`config.mk`:
```
export PLATFORM = sky130hd
export DESIGN_NAME = div_unit
export DESIGN_NICKNAME = d
export VERILOG_FILES = /design/src/rtl/div_unit.sv
export SDC_FILE = /design/constraint.sdc
export NUM_CORES = 1
export LEC_CHECK = 0
export CAP_MARGIN = 5
export CORE_MARGIN = 2
export CORE_UTILIZATION = 36
export DETAILED_ROUTE_END_ITERATION = 12
export PLACE_DENSITY = 0.65
export SYNTH_ARGS = -nofsm -noshare
export SYNTH_HDL_FRONTEND = slang
export SYNTH_SLANG_ARGS = --single-unit
```
`constraint.sdc`:
```
create_clock -name clock -period 6.9 [get_ports clock]
set_input_delay 1.38 -clock clock [delete_from_list [all_inputs] [get_ports clock]]
set_output_delay 1.38 -clock clock [all_outputs]
set_load 0.03 [all_outputs]
```
`src/rtl/div_unit.sv`:
```
// div_unit: 16-bit sequential restoring divider, one quotient bit per cycle.
// IDLE accepts a request, RUN performs 16 shift-subtract steps MSB first,
// DONE presents a one-cycle completion pulse with quotient, remainder and
// an updated flags word. A zero divisor skips RUN and reports divide_error.
// Build option: define DIV_SIGNED_EN to enable two's-complement division
// when the captured flags word has bit 8 set.
module div_unit (
  input  logic        clock,
  input  logic        reset_n,
  input  logic        start,
  input  logic [15:0] source,
  input  logic [15:0] destination,
  input  logic [15:0] flags_in,
  output logic        busy,
  output logic        done,
  output logic [15:0] result_out,
  output logic [15:0] remainder_out,
  output logic [15:0] flags_out,
  output logic        write_flags
);

  typedef enum logic [1:0] {IDLE, RUN, DONE} state_t;

  state_t      state_q, state_d;
  logic [3:0]  cnt_q, cnt_d;
  logic [15:0] divisor_q, divisor_d;     // divisor magnitude
  logic [15:0] dividend_q, dividend_d;   // dividend as captured
  logic [15:0] quo_q, quo_d;             // dividend bits shift out, quotient bits shift in
  logic [15:0] rem_q, rem_d;             // partial remainder
  logic [15:0] flags_q, flags_d;         // captured flags word
  logic        qneg_q, qneg_d;           // quotient must be negated at the end
  logic        rneg_q, rneg_d;           // remainder must be negated at the end
  logic        sgn_q, sgn_d;             // operation runs in signed mode
  logic [15:0] result_q, result_d;
  logic [15:0] remainder_q, remainder_d;
  logic [15:0] flags_out_q, flags_out_d;

  // Signed-mode selection from the live flags word at capture time.
  logic sgn_mode;
`ifdef DIV_SIGNED_EN
  assign sgn_mode = flags_in[8];
`else
  assign sgn_mode = 1'b0;
`endif

  logic        dvd_neg, dvs_neg;
  logic [15:0] dvd_mag, dvs_mag;
  assign dvd_neg = sgn_mode & destination[15];
  assign dvs_neg = sgn_mode & source[15];
  assign dvd_mag = dvd_neg ? (16'd0 - destination) : destination;
  assign dvs_mag = dvs_neg ? (16'd0 - source) : source;

  // One restoring step: shift in the next dividend bit and subtract if it fits.
  logic [16:0] shifted, diff;
  logic        fits;
  logic [15:0] rem_step, quo_step, q_fin, r_fin;
  logic        ovf_fin;
  assign shifted  = {rem_q, quo_q[15]};
  assign diff     = shifted - {1'b0, divisor_q};
  assign fits     = ~diff[16];
  assign rem_step = fits ? diff[15:0] : shifted[15:0];
  assign quo_step = {quo_q[14:0], fits};
  assign q_fin    = qneg_q ? (16'd0 - quo_step) : quo_step;
  assign r_fin    = rneg_q ? (16'd0 - rem_step) : rem_step;
  // Only 0x8000 / -1 yields a positive magnitude with bit 15 set.
  assign ovf_fin  = sgn_q & ~qneg_q & quo_step[15];

  // Next-state and datapath update; every target defaults to holding.
  always_comb begin
    state_d     = state_q;
    cnt_d       = cnt_q;
    divisor_d   = divisor_q;
    dividend_d  = dividend_q;
    quo_d       = quo_q;
    rem_d       = rem_q;
    flags_d     = flags_q;
    qneg_d      = qneg_q;
    rneg_d      = rneg_q;
    sgn_d       = sgn_q;
    result_d    = result_q;
    remainder_d = remainder_q;
    flags_out_d = flags_out_q;
    case (state_q)
      IDLE: begin
        if (start) begin
          divisor_d  = dvs_mag;
          dividend_d = destination;
          quo_d      = dvd_mag;
          rem_d      = 16'd0;
          flags_d    = flags_in;
          qneg_d     = dvd_neg ^ dvs_neg;
          rneg_d     = dvd_neg;
          sgn_d      = sgn_mode;
          cnt_d      = 4'd0;
          if (source != 16'd0) begin
            state_d = RUN;
          end else begin
            state_d     = DONE;
            result_d    = 16'd0;
            remainder_d = destination;
            flags_out_d = {flags_in[15:5], 5'b10001};
          end
        end
      end
      RUN: begin
        rem_d = rem_step;
        quo_d = quo_step;
        cnt_d = cnt_q + 4'd1;
        if (cnt_q == 4'd15) begin
          state_d     = DONE;
          result_d    = q_fin;
          remainder_d = r_fin;
          flags_out_d = {flags_q[15:5], 1'b0, ovf_fin, 1'b0, q_fin[15], (q_fin == 16'd0)};
        end
      end
      DONE: begin
        state_d = IDLE;
      end
      default: begin
        state_d = IDLE;
      end
    endcase
  end

  // State and datapath registers with asynchronous clear.
  always_ff @(posedge clock or negedge reset_n) begin
    if (!reset_n) begin
      state_q     <= IDLE;
      cnt_q       <= 4'd0;
      divisor_q   <= 16'd0;
      dividend_q  <= 16'd0;
      quo_q       <= 16'd0;
      rem_q       <= 16'd0;
      flags_q     <= 16'd0;
      qneg_q      <= 1'b0;
      rneg_q      <= 1'b0;
      sgn_q       <= 1'b0;
      result_q    <= 16'd0;
      remainder_q <= 16'd0;
      flags_out_q <= 16'd0;
    end else begin
      state_q     <= state_d;
      cnt_q       <= cnt_d;
      divisor_q   <= divisor_d;
      dividend_q  <= dividend_d;
      quo_q       <= quo_d;
      rem_q       <= rem_d;
      flags_q     <= flags_d;
      qneg_q      <= qneg_d;
      rneg_q      <= rneg_d;
      sgn_q       <= sgn_d;
      result_q    <= result_d;
      remainder_q <= remainder_d;
      flags_out_q <= flags_out_d;
    end
  end

  assign busy          = (state_q != IDLE);
  assign done          = (state_q == DONE);
  assign write_flags   = done;
  assign result_out    = result_q;
  assign remainder_out = remainder_q;
  assign flags_out     = flags_out_q;

endmodule
```
==> flow_metrics.py <==
metrics = {
    "route": {
        "dr.pass1.iters": 5,
        "avgRoutedWirePerCell_um": 16.5,
        "via_count": 4776,
        "ant_nets": 0,
        "wirelength_um": 15000,
        "routed_via_density": 5.28,
        "route.detailed.drc": 0,
        "drt_iter0_drc": 403,
    },
    "logic_synthesis": {
        "synth-edff-count": 0,
        "avgSynthCellArea_um2": 9.15,
        "synth-warning-count": 0,
        "async_flop_share_pct": 100,
        "synth-seq-cells": 110,
        "syn-cell-area_um2": 5660,
        "ys_seq_area_share_pct": 48.7,
        "ys.flop_type": "dfrtp_1",
        "yosysUniqueCellTypes": 56,
        "synthCells": 618,
    },
    "sta": {
        "setup_violations": 0,
        "rsz0062_at_grt": "false",
        "fin_skew_ps": 9.19,
        "hold_viol": 0,
        "min_period_ps": 3990,
        "relSlewSlack_pct": 40.9,
        "slew_violations": 0,
        "fmax_mhz": 251,
        "finalCritPeriodShare_pct": 57.8,
        "setup_tns_ps": 0,
        "tightest_slew_ps": 885,
    },
    "clock_network": {
        "cts-root-buf": "clkbuf_16",
        "cts.sinks": 110,
        "cts_tree": "yes",
        "ctsResizeCount": 0,
        "clkTransAtPathRegs_ps": 80,
        "clk_latency_ps": 350,
        "cts_buffer_depth": 2,
        "post_cts_buffers": 0,
        "cts-htree-levels": 3,
        "cts_hold_buf": 0,
        "cts-buffers-inserted": 9,
    },
    "setup_path": {
        "cp_cell_sequence": "clkdlybuf4s50_1, nor4_1, nand4_1, o22ai_1, nand2b_1, inv_2, nand2_1, nor2_1, a21oi_1",
        "startpoint_type": "input port",
        "cp_data_arrival_time_ps": 4230,
        "worst-setup-path-type": "input port to register",
        "cpPeakStageDelay_ps": 650,
        "cp_max_fo": 54,
        "path_delay_family": "simple AND/OR/NAND/NOR gates",
        "r2r_slack_ps": 3700,
        "cp_slowest_cell": "inv_2",
        "crit_buf_inv": 2,
        "critPathCaptureType": "register",
        "required_ps": 7140,
    },
    "power": {
        "pwr-share-comb_pct": 57.7,
        "peakVddDrop_mv": 0.247,
        "p_per_area_nw_per_um2": 561,
        "internal_power_uw": 2120,
        "p_sw_uw": 1810,
        "power_leakage_uw": 0.00299,
        "swShare_pct": 46.1,
        "p_clk_share_pct": 12.5,
        "p_seq_share_pct": 29.9,
    },
    "placed_design": {
        "io_buffers": 94,
        "placed_area_um2": 6730,
        "gp_congestion": 0.835,
        "post-dp-hpwl_um": 10700,
    },
    "global_routing": {
        "grt_overflow": 0,
        "grt_use_total_pct": 18.3,
        "grt_pass1_vias": 4704,
        "antenna_found_initial": 0,
        "grt_max_degree": 65,
        "grt_pass1_wl_um": 24000,
    },
    "layout": {
        "final_layout_size_suffix_gt1_share_pct": 7.49,
        "area_growth_pct": 23.8,
        "n_antenna_cell": 0,
        "fin_nets": 759,
        "mostFrequentLayoutCells": "120 x nand2_1, 110 x dfrtp_1, 93 x clkdlybuf4s50_1",
        "fin_area_um2": 7000,
        "final_common_cell": "nand2_1",
        "final_util_pct": 45.9,
    },
    "die": {
        "die_h_um": 129,
        "rows": 45,
        "pin_count": 102,
        "start_util_pct": 37.1,
        "die_area_um2": 16700,
        "fp.coreArea_um2": 15300,
        "die_w_um": 129,
    },
    "run_status": {
        "outcome": "completed",
    },
    "min_path": {
        "hold_path.class": "register to register",
    },
    "flow_run": {
        "max_cap_viol_count": 0,
    },
}
tightest hold or removal path, delay by kind of cell (launching register included):
| kind | cells | cell delay [ps] |
|---|---|---|
| flip-flops | 1 | 340 |
| AND/OR/NAND/NOR | 2 | 100 |
logic make-up after synthesis:
family                   Yosys count  share of synthesized area [%]
other                              1                         0.0663
AO/OA/AOI/OAI                    171                           18.6
AND/OR/NAND/NOR                  217                           16.6
XOR/XNOR                          14                           2.50
adder cells (fa/ha/maj)           18                           4.11
buffers and inverters             62                           4.69
flip-flops                       110                           48.7
multiplexers                      25                           4.71
sequential cells by signal, indices dropped and copies added, names as in the netlist, 4 cells and up:
signal / flops
remainder_out: 16
quo_q: 16
divisor_q: 16
rem_q: 16
flags_out: 14
result_out: 15
cnt_q: 4
flags_q: 11
final timing paths:
check / startpoint / end / depth (start not counted)
setup / recovery: source[1] / remainder_out[14] / 9
hold / removal: result_out[9] / result_out[9] / 2
setup reg to reg: quo_q[15] / remainder_out[0] / 11
hold reg to reg: result_out[9] / result_out[9] / 2
max in group asynchronous: reset_n / quo_q[13] / 2
min in group asynchronous: reset_n / divisor_q[3] / 1
synth_stat cells, drive strengths merged, types with 2 or more instances:
| cell type | instances | area (um^2) |
|---|---|---|
| o21a | 2 | 15.0 |
| o311ai | 2 | 17.5 |
| o21ai | 65 | 333 |
| or2 | 2 | 12.5 |
| a211o | 3 | 26.3 |
| a31oi | 30 | 188 |
| buf | 9 | 66.3 |
| clkbuf | 31 | 116 |
| nor2b | 4 | 25.0 |
| inv | 22 | 82.6 |
| and2 | 14 | 87.6 |
| nor3 | 4 | 20.0 |
| xnor2 | 5 | 62.6 |
| ha | 17 | 213 |
| nand2 | 121 | 457 |
| nand3 | 15 | 75.1 |
| xor2 | 9 | 78.8 |
| a21o | 5 | 38.8 |
| o22ai | 11 | 68.8 |
| o211ai | 6 | 50.1 |
| a21oi | 30 | 173 |
| nand2b | 3 | 18.8 |
| a22oi | 4 | 30.0 |
| nor2 | 39 | 146 |
| mux2 | 13 | 146 |
| a211oi | 5 | 47.5 |
| nor4 | 7 | 43.8 |
| a32oi | 2 | 17.5 |
| dfrtp | 110 | 2750 |
| mux2i | 12 | 120 |
| nand4 | 3 | 18.8 |
area by class of cell:
type | count | area (um^2)
flip-flops and latches | 110 | 2750
clock buffers | 9 | 225
fillers | 1422 | 8260
repair buffers | 100 | 983
well taps | 211 | 264
clock inverters | 6 | 43.8
multi-input cells | 447 | 2650
inverters | 22 | 82.6
power by group through the flow:
stage / clock network (uW) / registers, uW / logic [uW]
3_5_place_dp: 0 / 1180 / 2260
3_3_place_gp: 0 / 1170 / 2190
5_1_grt: 526 / 1210 / 2500
2_1_floorplan: 0 / 1320 / 1460
4_1_cts: 497 / 1170 / 2270
6_report: 489 / 1170 / 2260
per-stage QoR:
step	power, uW	hold WS (ps)	setup WS (ps)	instances
after floorplan	2780	450	4060	619
after global placement	3360	453	2620	890
after detailed placement	3440	456	2520	890
after CTS	3940	473	2870	905
after global routing	4230	504	2610	905
final	3930	471	2910	905
metal layers:
metal  vias up  share of wire [%]  routed length [um]  track usage (%)
li1       2287                  -                   -                -
met2       129                 49                7280             29.6
met3        26                4.9                 730             3.51
met1      2334                 44                6600             24.6
met4         0                2.4                 361             6.52
met5         -                  0                   0                0
No activity file was read; power rests on OpenSTA's default activity.
